### src/rtl/apb_pkg.sv
// Shared types and constants for the APB initiator.
// Imported by the address decoder and the apb_master top.
package apb_pkg;

  typedef enum logic [1:0] {
    IDLE,
    SETUP,
    ACCESS
  } apb_state_e;

  localparam logic [15:0] APB_BASE_HI    = 16'h1000;
  localparam int          APB_MAX_SLAVES = 16;

endpackage

### src/rtl/apb_addr_decoder.sv
// Combinational request-address decoder for the APB initiator.
// Produces hit, slave index addr[15:12] and a one-hot select.
module apb_addr_decoder
  import apb_pkg::*;
#(
  parameter int          NUM_SLAVES = 4,
  parameter logic [15:0] BASE_HI    = APB_BASE_HI
) (
  input  logic [31:0]           i_addr,
  output logic                  o_hit,
  output logic [3:0]            o_idx,
  output logic [NUM_SLAVES-1:0] o_sel
);

  localparam int NS =
    (NUM_SLAVES > APB_MAX_SLAVES) ? APB_MAX_SLAVES : NUM_SLAVES;
  localparam logic [4:0] NS_W = 5'(NS);

  logic w_base_ok;
  logic w_idx_ok;
  logic w_unused;

  // Byte offset inside a slave window plays no part in selection
  assign w_unused  = ^i_addr[11:0];
  assign w_base_ok = (i_addr[31:16] == BASE_HI);
  assign w_idx_ok  = ({1'b0, i_addr[15:12]} < NS_W);
  assign o_hit     = w_base_ok && w_idx_ok;
  assign o_idx     = i_addr[15:12];

  always_comb begin
    o_sel = '0;
    for (int i = 0; i < NS; i++) begin
      o_sel[i] = o_hit && (o_idx == 4'(i));
    end
  end

endmodule

### src/rtl/apb_master.sv
// APB initiator: one outstanding request, SETUP/ACCESS sequencing.
// Optional ACCESS watchdog enabled by defining APB_TIMEOUT_EN.
module apb_master
  import apb_pkg::*;
#(
  parameter int          NUM_SLAVES     = 4,
  parameter logic [15:0] BASE_HI        = APB_BASE_HI,
  parameter int          TIMEOUT_CYCLES = 16
) (
  input  logic                        i_clk,
  input  logic                        i_rst,
  input  logic                        transfer,
  input  logic                        write,
  input  logic [31:0]                 addr,
  input  logic [31:0]                 wdata,
  output logic [31:0]                 rdata,
  output logic                        ready,
  output logic                        err,
  output logic                        busy,
  output logic [31:0]                 PADDR,
  output logic                        PWRITE,
  output logic [31:0]                 PWDATA,
  output logic                        PENABLE,
  output logic [NUM_SLAVES-1:0]       PSEL,
  input  logic [NUM_SLAVES-1:0][31:0] PRDATA,
  input  logic [NUM_SLAVES-1:0]       PREADY
);

  apb_state_e r_state;
  apb_state_e w_next;

  logic [31:0]           r_paddr;
  logic                  r_pwrite;
  logic [31:0]           r_pwdata;
  logic                  r_hit;
  logic [3:0]            r_idx;
  logic [NUM_SLAVES-1:0] r_sel;
  logic [31:0]           r_rdata;
  logic                  r_ready;
  logic                  r_err;

  logic                  w_hit;
  logic [3:0]            w_idx;
  logic [NUM_SLAVES-1:0] w_sel;
  logic                  w_latch;
  logic                  w_done;
  logic                  w_err;
  logic [31:0]           w_rdata;
  logic [31:0]           w_prdata;
  logic                  w_pready;
  logic                  w_tmo;

  apb_addr_decoder #(
    .NUM_SLAVES (NUM_SLAVES),
    .BASE_HI    (BASE_HI)
  ) u_dec (
    .i_addr (addr),
    .o_hit  (w_hit),
    .o_idx  (w_idx),
    .o_sel  (w_sel)
  );

  // Only the latched slave is ever looked at
  always_comb begin
    w_prdata = '0;
    w_pready = 1'b0;
    for (int i = 0; i < NUM_SLAVES; i++) begin
      if (r_idx == 4'(i)) begin
        w_prdata = PRDATA[i];
        w_pready = PREADY[i];
      end
    end
  end

`ifdef APB_TIMEOUT_EN
  localparam logic [15:0] TMO_LAST = 16'(TIMEOUT_CYCLES - 1);

  logic [15:0] r_cnt;

  assign w_tmo = (r_cnt == TMO_LAST);

  always_ff @(posedge i_clk) begin
    if (i_rst) begin
      r_cnt <= '0;
    end else if (r_state == SETUP) begin
      r_cnt <= '0;
    end else if (r_state == ACCESS && !w_pready) begin
      r_cnt <= r_cnt + 16'd1;
    end
  end
`else
  logic [15:0] w_unused_tmo;

  assign w_unused_tmo = 16'(TIMEOUT_CYCLES);
  assign w_tmo        = 1'b0;
`endif

  always_comb begin
    w_next  = r_state;
    w_latch = 1'b0;
    w_done  = 1'b0;
    w_err   = 1'b0;
    w_rdata = '0;
    unique case (r_state)
      IDLE: begin
        if (transfer) begin
          w_latch = 1'b1;
          w_next  = SETUP;
        end
      end
      SETUP: begin
        w_next = ACCESS;
      end
      ACCESS: begin
        if (!r_hit) begin
          w_done = 1'b1;
          w_err  = 1'b1;
        end else if (w_pready) begin
          w_done  = 1'b1;
          w_rdata = r_pwrite ? 32'd0 : w_prdata;
        end else if (w_tmo) begin
          w_done = 1'b1;
          w_err  = 1'b1;
        end
        if (w_done) begin
          w_next = IDLE;
        end
      end
      default: begin
        w_next = IDLE;
      end
    endcase
  end

  always_ff @(posedge i_clk) begin
    if (i_rst) begin
      r_state <= IDLE;
    end else begin
      r_state <= w_next;
    end
  end

  always_ff @(posedge i_clk) begin
    if (i_rst) begin
      r_paddr  <= '0;
      r_pwrite <= 1'b0;
      r_pwdata <= '0;
      r_hit    <= 1'b0;
      r_idx    <= '0;
      r_sel    <= '0;
    end else if (w_latch) begin
      r_paddr  <= addr;
      r_pwrite <= write;
      r_pwdata <= wdata;
      r_hit    <= w_hit;
      r_idx    <= w_idx;
      r_sel    <= w_sel;
    end
  end

  // Completion outputs are single-cycle pulses
  always_ff @(posedge i_clk) begin
    if (i_rst) begin
      r_rdata <= '0;
      r_ready <= 1'b0;
      r_err   <= 1'b0;
    end else begin
      r_rdata <= w_rdata;
      r_ready <= w_done;
      r_err   <= w_err;
    end
  end

  assign busy    = (r_state != IDLE);
  assign PENABLE = (r_state == ACCESS);
  assign PSEL    = busy ? r_sel : '0;
  assign PADDR   = r_paddr;
  assign PWRITE  = r_pwrite;
  assign PWDATA  = r_pwdata;
  assign rdata   = r_rdata;
  assign ready   = r_ready;
  assign err     = r_err;

endmodule

### config.mk
export PLATFORM = sky130hd
export DESIGN_NAME = apb_master
export DESIGN_NICKNAME = d
export VERILOG_FILES = /design/src/rtl/apb_pkg.sv /design/src/rtl/apb_addr_decoder.sv /design/src/rtl/apb_master.sv
export SDC_FILE = /design/constraint.sdc
export NUM_CORES = 1
export LEC_CHECK = 0
export BUFFER_PORTS_ARGS = -buffer_cell sky130_fd_sc_hd__buf_2
export CAP_MARGIN = 20
export CORE_AREA = 2 2 117 119
export DETAILED_ROUTE_END_ITERATION = 10
export DIE_AREA = 0 0 119 121
export HOLD_SLACK_MARGIN = 0.03
export PLACE_DENSITY_LB_ADDON = 0.1
export SYNTH_ARGS = -nofsm -noshare
export SYNTH_HDL_FRONTEND = slang
export SYNTH_SLANG_ARGS = --single-unit
### constraint.sdc
create_clock -name i_clk -period 1.95 [get_ports i_clk]
set_input_delay 0 -clock i_clk [delete_from_list [all_inputs] [get_ports i_clk]]
set_output_delay 0 -clock i_clk [all_outputs]
set_load 0.03 [all_outputs]
; ---- After elaboration in Yosys (flattened, before gate mapping)
; Cells that the tools add are included.
[word_totals]
inputBits = 200
wordCells = 55
ff_bits = 110
[classes]
reduce_logical = 12
order_cmp = 1
bitwise_logic = 3
n_eq_ne = 11
n_mux = 18
[op_table]
columns = cell, n
row1 = two-way mux 32 bit, 4
row2 = "== test 16 x 13 -> 1 bit, second input constant", 1
row3 = "== test 4 x 2 -> 1 bit, second input constant", 4
row4 = two-way mux 1 bit, 10
row5 = "== test 4 x 1 -> 1 bit, second input constant", 2
row6 = zero test 4 bit, 2
row7 = one-hot mux 2 bit (3 select lines), 1
row8 = logical AND 1 bit, 5
row9 = OR reduction 5 bit, 1
row10 = "< comparator 4 x 3 -> 1 bit, second input constant", 1
row11 = two-way mux 2 bit, 2
row12 = two-way mux 4 bit, 1
row13 = inverter 1 bit, 3
row14 = "== test 2 x 1 -> 1 bit, second input constant", 1
row15 = "== test 2 bit, second input constant", 1
row16 = zero test 2 bit, 1
row17 = "!= test 2 x 1 -> 1 bit, second input constant", 1
row18 = "!= test 2 bit, second input constant", 1
row19 = AND reduction 2 bit, 1
row20 = nonzero test 2 bit, 1
row21 = OR reduction 2 bit, 1

; ---- Depth between registers and ports, before layout
; Gate-level depths: netlist of run 1.
[logic_depth]
depth_word = 10
mapped_depth = 6

; ---- Modules after synthesis
; From an unflattened synthesis of run 1, not the netlist that was laid out.
[hier_totals]
cells_unflattened = 503
hier_area_um2 = 4618.2
[by_module_without_submodules]
columns = module, cells_each, area_each_um2, seq_area_each_um2, instances
row1 = apb_master, 485, 4486.8, 2202.1, 1
row2 = apb_addr_decoder, 18, 131.4, 0.0, 1

; ---- Worst setup path after synthesis of run 1
; Ideal clock, no wire load.
[synth_timing]
path_kind = reg2reg
from = register PADDR[12] (netlist name)
to = register r_rdata[14], in the netlist rdata[14]
t_required_ns = 1.877
synth_period_minus_slack_ns = 1.633
stages_incl_launch_ff = 7
arrival_ns = 1.560
n_path_buf = 2
path_slack_ns = 0.317
setup_ns = 0.073
path_cell_list = dfxtp_1 buf_2 or3b_1 a21boi_2 o21ai_2 buf_6 nor3_2
[synth_lines]
columns = element, line_no
row1 = end signal: assignment, apb_master.sv:168  ; r_rdata <= w_rdata;
row2 = end: declaration, apb_master.sv:38  ; logic [31:0] r_rdata;

==> results of run 1 <==
[state kept, by name, summed over array words and instances (netlist names)]
signal,cells
PWDATA,32
err,1
r_sel,4
r_state,2
r_hit,1
PADDR,32
PWRITE,1
rdata,32
ready,1
[power by group through the flow]
| stage | registers [uW] | clock network, uW | logic (uW) |
|---|---|---|---|
| floorplan | 2510 | 0 | 333 |
| global placement | 2340 | 0 | 875 |
| detailed placement | 2350 | 0 | 883 |
| CTS | 2300 | 2010 | 1180 |
| global route | 2310 | 2100 | 1310 |
| finish | 2300 | 1950 | 1210 |
[metal layers]
metal / vias to the layer above / part of all wire, %
met5: - / 0
met4: 0 / 5.3
met3: 75 / 9.4
met2: 333 / 49
met1: 2534 / 36
li1: 2649 / -
[metrics by stage]
step           power, uW  cell area (sq um)
4_1_cts             5490               8000
6_report            5470               8010
2_1_floorplan       2840               4100
3_5_place_dp        3230               5790
3_3_place_gp        3220               5790
5_1_grt             5710               8000
[layout make-up]
class	count	area [sq um]	share of cell area, %
clock inverter	4	75.1	0.938
clock buffer	12	246	3.08
multi-input combinational	337	1820	22.8
antenna	1	2.50	0.0313
timing repair buffer	504	3510	43.8
inverter	3	11.3	0.141
tap	176	220	2.75
sequential	106	2120	26.5
[critical path, cell delays in order, from the launching register on]
cell and delay (ns):
dfxtp_1 0.51, nor4b_4 0.09, a22o_1 0.28, o21ai_4 0.41, buf_12 0.22, a21oi_1 0.07
[layout by cell type (no fill, tap or decap), types with 3 or more instances in the layout]
master / count
inv_1: 3
a21oi_1: 95
nor2b_1: 5
a22oi_1: 58
nor4_1: 3
dlygate4sd3_1: 188
buf_2: 304
a32o_1: 4
nand2_1: 131
nand3_1: 3
dfxtp_1: 106
clkbuf_16: 9
nor2_1: 11
o22ai_1: 3
mux2_2: 3
buf_4: 11
[worst min path at each step]
stage	startpoint	end	slack, ns	cells past startpoint
final	transfer	r_hit	0.08	4
after floorplan	addr[13]	PADDR[13]	0.14	2
after detailed placement	wdata[10]	PWDATA[10]	0.25	3
after global placement	wdata[23]	PWDATA[23]	0.24	3
after CTS	transfer	r_hit	0.07	4
after global routing	transfer	r_hit	0.1	4
[cell families after synthesis]
family | count (synthesis) | share of synthesized area, %
AOI/OAI and AO/OA | 165 | 24.8
buffers and inverters | 42 | 4.61
DFF | 106 | 51.8
muxes | 3 | 0.824
and+or+nand+nor | 169 | 18.0
[what timing repair did]
item                                   CTS  global route
setup endpoints to repair                0            19
hold buffers                           188             0
endpoints found under the hold margin  103             0
resized for setup                        0             1
setup buffers                            0             0
==> results.py, run 1 <==
metrics = {
    "status": {
        "status": "completed",
    },
    "sta": {
        "finalSetupViolations": 0,
        "finalHoldViolations": 0,
        "tightest_slew_ns": 0.725,
        "slew_headroom_pct": 51.7,
        "slew_violations": 0,
        "rsz0062_at_grt": "no",
        "period_minus_slack_ns": 1.71,
        "fmax_ghz": 0.585,
        "period_share_pct": 87.7,
        "whs_ns": 0.0845,
        "final.setup.tns_ns": 0,
        "skew_ns": 0.00482,
        "worst_slack_ns": 0.240,
    },
    "worst_hold_path": {
        "hp-class": "input pin to flop",
    },
    "cells_and_area": {
        "area_delta_synth_final_pct": 95.4,
        "n_fill_cell": 1049,
        "fin_nets": 1161,
        "final_core_util_pct": 61.2,
        "drive_gt1_share_pct": 35.5,
        "fin_cells": 1143,
    },
    "critical_path": {
        "crit_type": "flop to flop",
        "crit_path_start": "PADDR[14]",
        "crit_path_end": "rdata[12]",
        "crit_path_max_fanout": 19,
        "worstPathRequired_ns": 2.17,
        "setup.worst_path.start_class": "flop",
        "r2r_end": "rdata[12]",
        "r2r_start": "PADDR[14]",
        "worstRegToRegCells": 5,
        "ff2ff_setup_slack_ns": 0.24,
        "cp.arrival_ns": 1.93,
        "worst_setup_path_end_kind": "flop",
    },
    "floorplan": {
        "die_y_microns": 121,
        "core_sq_mm": 0.0131,
        "die_area_sq_mm": 0.0144,
        "die_w_microns": 119,
        "placementRows": 42,
        "start_util_pct": 31.3,
        "io_pins": 305,
    },
    "synthesis": {
        "yosysSeqAreaShare_pct": 51.8,
        "yosysMostFrequentCell": "nand2_1",
        "synth_cell_types": 32,
        "synthesis.nets": 685,
        "ys.flop_type": "dfxtp_1",
        "netlist_top_cells_area": "dfxtp_1 52%, nand2_1 12%, a21oi_1 12%",
        "syn_area_sq_mm": 0.00410,
        "synth_edf_count": 0,
        "synth-seq-cells": 106,
        "synthArstFlopShare_pct": 0,
        "yosysTopAreaCellShare_pct": 51.8,
        "yosysTopAreaCell": "dfxtp_1",
        "postSynthCellCount": 485,
        "synth.avg_cell_area_sq_um": 8.45,
        "ys.warnings.count": 0,
        "ys_top_cells_by_count": "132 x nand2_1, 106 x dfxtp_1, 95 x a21oi_1, 58 x a22oi_1, 19 x buf_2",
    },
    "global_routing": {
        "met1_usage_pct": 27.6,
        "grt.busiest_layer": "met2",
        "grt_use_total_pct": 25.7,
        "grt_pass1_vias": 5638,
        "grt_util_met2_pct": 44.5,
        "antenna_found_initial": 0,
        "grt-ovfl-total": 0,
        "grt_pass1_wl_microns": 29400,
        "grt_max_degree": 71,
        "globalRouteMet3Util_pct": 7.71,
    },
    "power": {
        "p_clk_share_pct": 35.7,
        "p_int_uw": 4000,
        "swShare_pct": 26.9,
        "ir_worst_vdd_mv": 0.441,
        "power-per-cell-area_mw_per_mm2": 683,
        "combPwrFrac_pct": 22.2,
        "p_leak_uw": 0.00374,
        "p_switching_uw": 1470,
        "seqPwrFrac_pct": 42.1,
    },
    "cts": {
        "clk_pin_slew_worst_paths_ns": 0.07,
        "clock-root-buffer": "clkbuf_16",
        "htree_levels": 3,
        "numCtsBuffers": 9,
        "cts.sinks": 106,
        "cts_buffer_depth": 2,
        "clk-insertion-delay-late_ns": 0.34,
        "cts_tree": "done",
    },
    "run": {
        "max-cap-violations": 0,
    },
    "routing": {
        "vias_per_cell": 4.89,
        "drt_iter0_markers": 431,
        "ant_nets": 0,
        "vias": 5591,
        "drt-pass1-iter-count": 5,
        "wirelength_microns": 19000,
        "drc_errors": 0,
        "routedWlPerCell_microns": 16.7,
    },
    "placement": {
        "dp.final_hpwl_microns": 11200,
        "place.gp.congestion": 0.859,
        "pre_cts_ws_ns": 0.0773,
        "io_buffers": 304,
        "dp.cells": 938,
    },
}
No activity file was read; power rests on OpenSTA's default activity.
==> run 2, diff against run 1 <==
--- a/config.mk
+++ b/config.mk
@@ -7,11 +7,12 @@
 export LEC_CHECK = 0
 export BUFFER_PORTS_ARGS = -buffer_cell sky130_fd_sc_hd__buf_2
 export CAP_MARGIN = 20
-export CORE_AREA = 2 2 117 119
+export CORE_AREA = 2 2 118 120
 export DETAILED_ROUTE_END_ITERATION = 10
-export DIE_AREA = 0 0 119 121
+export DIE_AREA = 0 0 120 122
 export HOLD_SLACK_MARGIN = 0.03
 export PLACE_DENSITY_LB_ADDON = 0.1
 export SYNTH_ARGS = -nofsm -noshare
 export SYNTH_HDL_FRONTEND = slang
+export SYNTH_HIERARCHICAL = 1
 export SYNTH_SLANG_ARGS = --single-unit
==> constraint.sdc (replaced) <==
create_clock -name i_clk -period 2.05 [get_ports i_clk]
set_input_delay 0 -clock i_clk [delete_from_list [all_inputs] [get_ports i_clk]]
set_output_delay 0 -clock i_clk [all_outputs]
set_load 0.03 [all_outputs]
==> results.py, run 2 <==
metrics = {
    "sta": {
        "fmax_ghz": 0.642,
        "final.setup.tns_ns": 0,
        "worst_slack_ns": 0.492,
        "tightest_slew_ns": 0.815,
        "whs_ns": 0.0616,
        "rsz0062_at_grt": "no",
        "period_share_pct": 76.0,
        "finalSetupViolations": 0,
        "period_minus_slack_ns": 1.56,
        "finalHoldViolations": 0,
        "skew_ns": 0.00672,
        "slew_violations": 0,
        "slew_headroom_pct": 45.6,
    },
    "floorplan": {
        "io_pins": 305,
        "placementRows": 43,
        "die_y_microns": 122,
        "die_w_microns": 120,
        "start_util_pct": 34.2,
        "core_sq_mm": 0.0135,
        "die_area_sq_mm": 0.0146,
    },
    "cts": {
        "cts_tree": "done",
        "cts_resized": 0,
        "htree_levels": 3,
        "cts.sinks": 110,
        "numCtsBuffers": 9,
        "clk-insertion-delay-late_ns": 0.34,
        "clk_pin_slew_worst_paths_ns": 0.07,
        "postCtsSetupBuffers": 0,
        "clock-root-buffer": "clkbuf_16",
        "cts_hold_buf": 67,
        "cts_buffer_depth": 2,
    },
    "routing": {
        "drc_errors": 0,
        "vias_per_cell": 4.70,
        "wirelength_microns": 15100,
        "drt-pass1-iter-count": 4,
        "vias": 4879,
        "ant_nets": 0,
        "routedWlPerCell_microns": 14.6,
        "drt_iter0_markers": 185,
    },
    "synthesis": {
        "yosysTopAreaCell": "dfxtp_1",
        "ys.flop_type": "dfxtp_1",
        "synth_edf_count": 0,
        "synth.avg_cell_area_sq_um": 9.18,
        "yosysSeqAreaShare_pct": 47.7,
        "yosysTopAreaCellShare_pct": 47.7,
        "postSynthCellCount": 503,
        "yosysMostFrequentCell": "nand2_1",
        "ys.warnings.count": 6,
        "ys_top_cells_by_count": "153 x nand2_1, 110 x dfxtp_1, 74 x a21oi_1, 32 x and3_1, 22 x mux2i_1",
        "synth_cell_types": 32,
        "netlist_top_cells_area": "dfxtp_1 48%, nand2_1 12%, mux4_2 10%",
        "syn_area_sq_mm": 0.00462,
        "synthesis.nets": 703,
        "synthArstFlopShare_pct": 0,
        "synth-seq-cells": 110,
    },
    "placement": {
        "dp.final_hpwl_microns": 10700,
        "io_buffers": 304,
        "pre_cts_ws_ns": 0.461,
        "place.gp.congestion": 0.826,
    },
    "global_routing": {
        "grt-ovfl-total": 0,
        "grt_max_degree": 77,
        "antenna_found_initial": 0,
        "grt_use_total_pct": 19.6,
        "grt_pass1_vias": 4557,
        "grt_pass1_wl_microns": 22600,
    },
    "critical_path": {
        "worstPathRequired_ns": 2.29,
        "slowest_delay_ns": 0.35,
        "worst_setup_path_end_kind": "flop",
        "ff2ff_setup_slack_ns": 0.49,
        "crit_path_start": "r_idx[0]",
        "r2r_end": "rdata[31]",
        "crit_path_max_fanout": 32,
        "cp.arrival_ns": 1.80,
        "r2r_start": "r_idx[0]",
        "slowest_stage": "dfxtp_2",
        "path_cells": "buf_12 -> buf_4 -> mux2i_1 -> o22ai_1 -> and3_1",
        "setup.worst_path.start_class": "flop",
        "worstRegToRegCells": 5,
        "crit_type": "flop to flop",
    },
    "cells_and_area": {
        "area_delta_synth_final_pct": 55.5,
        "final_core_util_pct": 53.2,
        "diodes": 0,
        "final_common_cell": "buf_2",
        "drive_gt1_share_pct": 42.5,
        "fin_nets": 1052,
        "mostFrequentLayoutCells": "304 x buf_2, 152 x nand2_1, 109 x dfxtp_1",
    },
    "worst_hold_path": {
        "min_path_cells": 4,
        "min_to": "rdata[27]",
        "hold_start": "PRDATA[27]",
        "hp-class": "input pin to flop",
    },
    "power": {
        "p_leak_uw": 0.00346,
        "ir_worst_vdd_mv": 0.375,
        "power-per-cell-area_mw_per_mm2": 689,
        "total_power_uw": 4950,
    },
    "status": {
        "status": "completed",
    },
    "run": {
        "max-cap-violations": 0,
    },
}
==> run 2: cell families (layout without fill, tap and decap cells) <==
kind of cell / count (synthesis) / in the layout / share of synthesized area (%)
buffers and inverters: 48 / 402 / 5.96
DFF: 110 / 110 / 47.7
and+or+nand+nor: 212 / 212 / 20.9
AOI/OAI and AO/OA: 90 / 90 / 10.5
muxes: 43 / 43 / 15.0
==> run 2: area by class of cell <==
class,count,area (sq um)
Clock buffer,10,239
Fill cell,1292,6320
Tap cell,180,225
Timing Repair Buffer,382,2300
Inverter,4,15.0
Sequential cell,110,2200
Multi-Input combinational cell,345,2150
Clock inverter,6,46.3
==> run 2: metal layers <==
| metal | routed length (microns) | track usage [%] |
|---|---|---|
| met5 | 0 | 0 |
| met4 | 394 | 8.53 |
| met3 | 1130 | 4.59 |
| met2 | 7750 | 34.4 |
| met1 | 5860 | 22.7 |
==> run 2: worst max-delay path by stage <==
stage	slack, ns	to
after CTS	0.47	rdata[31]
after detailed placement	0.46	rdata[31]
after global placement	0.56	rdata[31]
after global routing	0.37	rdata[4]
after floorplan	0.59	rdata[10]
final	0.49	rdata[31]
==> run 2: report_power, final <==
part	switching, uW	internal, uW
Combinational	549	468
Sequential	43.1	2220
Clock	805	865
==> run 2: through the flow <==
| step | cells | instance area, sq um |
|---|---|---|
| finish | 1037 | 7180 |
| floorplan | 503 | 4620 |
| detailed placement | 954 | 6230 |
| CTS | 1037 | 7180 |
| global placement | 954 | 6230 |
| global route | 1037 | 7180 |
==> run 2: critical path: cells and delay by family, from the launching register on <==
family | cells | cell delay [ns]
compound gates | 1 | 0.10
buf+inv | 2 | 0.55
flops | 1 | 0.35
mux | 1 | 0.24
simple gates | 1 | 0.20
==> run 3, diff against run 2 <==
==> constraint.sdc (replaced) <==
create_clock -name i_clk -period 1.5 [get_ports i_clk]
set_input_delay 0 -clock i_clk [delete_from_list [all_inputs] [get_ports i_clk]]
set_output_delay 0 -clock i_clk [all_outputs]
set_load 0.03 [all_outputs]
==> results.py, run 3 (same netlist as run 2, synthesis figures left out) <==
metrics = {
    "critical_path": {
        "ff2ff_setup_slack_ns": -0.0008,
        "cp.arrival_ns": 1.74,
        "setup.worst_path.start_class": "flop",
        "worstPathRequired_ns": 1.73,
        "crit_type": "flop to flop",
        "crit_buf_inv": 2,
        "worst_setup_path_end_kind": "flop",
        "crit_path_max_fanout": 32,
        "crit_family": "simple AND/OR/NAND/NOR gates",
        "r2r_start": "r_idx[0]",
        "slowest_stage": "nor3_1",
        "r2r_end": "rdata[29]",
        "worstRegToRegCells": 5,
        "path_cells": "buf_6 -> nor3_1 -> o31ai_4 -> buf_12 -> and3_1",
        "slowest_delay_ns": 0.40,
    },
    "cells_and_area": {
        "area_delta_synth_final_pct": 59.0,
        "design_area_sq_mm": 0.00734,
        "fin_cells": 1043,
        "mostFrequentLayoutCells": "304 x buf_2, 152 x nand2_1, 107 x dfxtp_1",
        "final_common_cell": "buf_2",
        "drive_gt1_share_pct": 43.1,
        "diodes": 0,
        "fin_nets": 1058,
    },
    "sta": {
        "tightest_slew_ns": 0.799,
        "skew_ns": 0.00762,
        "finalHoldViolations": 0,
        "period_share_pct": 100,
        "worst_slack_ns": -0.000832,
        "finalSetupViolations": 1,
        "fmax_ghz": 0.666,
        "rsz0062_at_grt": "yes",
        "slew_violations": 0,
        "slew_headroom_pct": 46.8,
        "period_minus_slack_ns": 1.50,
    },
    "power": {
        "p_switching_uw": 1870,
        "p_clk_share_pct": 32.6,
        "total_power_uw": 6770,
        "power-per-cell-area_mw_per_mm2": 923,
        "ir_worst_vdd_mv": 0.502,
        "seqPwrFrac_pct": 45.8,
        "swShare_pct": 27.7,
        "p_leak_uw": 0.00352,
        "combPwrFrac_pct": 21.6,
        "p_int_uw": 4900,
    },
    "worst_hold_path": {
        "min_path_cells": 4,
        "min_to": "rdata[21]",
        "hold_start": "PRDATA[21]",
        "hp-class": "input pin to flop",
    },
    "floorplan": {
        "core_sq_mm": 0.0135,
        "die_area_sq_mm": 0.0146,
        "die_y_microns": 122,
        "start_util_pct": 34.2,
        "io_pins": 305,
        "die_w_microns": 120,
        "placementRows": 43,
    },
    "status": {
        "status": "finished, violations left",
        "violations": "negative setup slack",
    },
    "routing": {
        "ant_nets": 0,
        "routedWlPerCell_microns": 15.0,
        "drc_errors": 0,
        "drt_iter0_markers": 195,
        "vias": 4883,
        "drt-pass1-iter-count": 4,
        "vias_per_cell": 4.68,
        "wirelength_microns": 15700,
    },
    "placement": {
        "placed_area_sq_mm": 0.00631,
        "io_buffers": 304,
        "dp.final_hpwl_microns": 10700,
        "place.gp.congestion": 0.786,
        "dp.cells": 955,
    },
    "global_routing": {
        "grt_pass1_vias": 4625,
        "grt_pass1_wl_microns": 23100,
        "antenna_found_initial": 1,
        "grt-ovfl-total": 0,
        "grt_use_total_pct": 19.9,
        "grt_max_degree": 77,
    },
    "cts": {
        "cts_buffer_depth": 2,
        "htree_levels": 3,
        "numCtsBuffers": 9,
        "clk-insertion-delay-late_ns": 0.35,
        "clk_pin_slew_worst_paths_ns": 0.07,
        "cts_tree": "done",
        "cts.sinks": 110,
        "clock-root-buffer": "clkbuf_16",
    },
    "run": {
        "max-cap-violations": 0,
    },
}
## run 3: cell count changes in the layout (fill, tap and decap cells not counted), sizes merged
cell / previous run / this run
and2: 2 / 4
buf: 315 / 319
clkbuf: 10 / 14
clkinv: 3 / 1
dlygate4sd3: 67 / 66
inv: 5 / 4
## run 3: worst max-delay path by stage
stage,cells after the start,startpoint,to
after detailed placement,4,r_state[0],rdata[3]
after global routing,4,r_state[0],rdata[30]
final,5,r_idx[0],rdata[29]
after floorplan,4,r_idx[0],rdata[10]
after global placement,3,r_idx[0],rdata[9]
after CTS,4,r_state[0],rdata[3]
## run 3: layout make-up
class	instances	area (sq um)
Inverter	4	15.0
Sequential cell	110	2210
Fill cell	1268	6160
Tap cell	180	225
Clock inverter	3	20.0
Multi-Input combinational cell	347	2200
Clock buffer	13	250
Timing Repair Buffer	386	2420
## run 3: what timing repair did
action	4_1_cts	5_1_grt
gates resized for setup	0	11
setup endpoints to repair	0	43
endpoints found under the hold margin	75	0
hold buffers	66	0
setup buffers	0	3
## run 3: metrics by stage
stage | TNS [ns] | hold WS (ns) | utilization [%] | worst slack [ns]
floorplan | 0 | 0.136 | - | 0.0371
global placement | 0 | 0.241 | 46.7 | 0.0695
detailed placement | 0 | 0.245 | 46.7 | 0.0506
CTS | 0 | 0.0618 | 53.6 | 0.0247
global route | -1.26 | 0.0909 | 54.4 | -0.0518
finish | -0.000832 | 0.0758 | 54.4 | -0.000832
## run 3: power groups by stage
stage	sequential, uW	combinational (uW)	clock, uW
final	3100	1460	2210
after global routing	3120	1590	2420
after CTS	3100	1440	2310
after detailed placement	3160	1300	0
after global placement	3160	1280	0
after floorplan	3370	555	0
## run 3: worst register-to-register path: cells and delay by family (launching register included)
family                 cells  cell delay (ns)
buffers and inverters      2             0.34
DFF                        1             0.38
AOI/OAI and AO/OA          1             0.13
and+or+nand+nor            2             0.55
## run 3: per-layer routing
layer  vias to the layer above  track usage [%]  routed length [microns]
met5                         -                0                       13
met1                      2251             22.8                     6140
met2                       178             35.7                     8210
li1                       2430                -                        -
met4                         2             7.87                      295
met3                        22             4.82                     1040
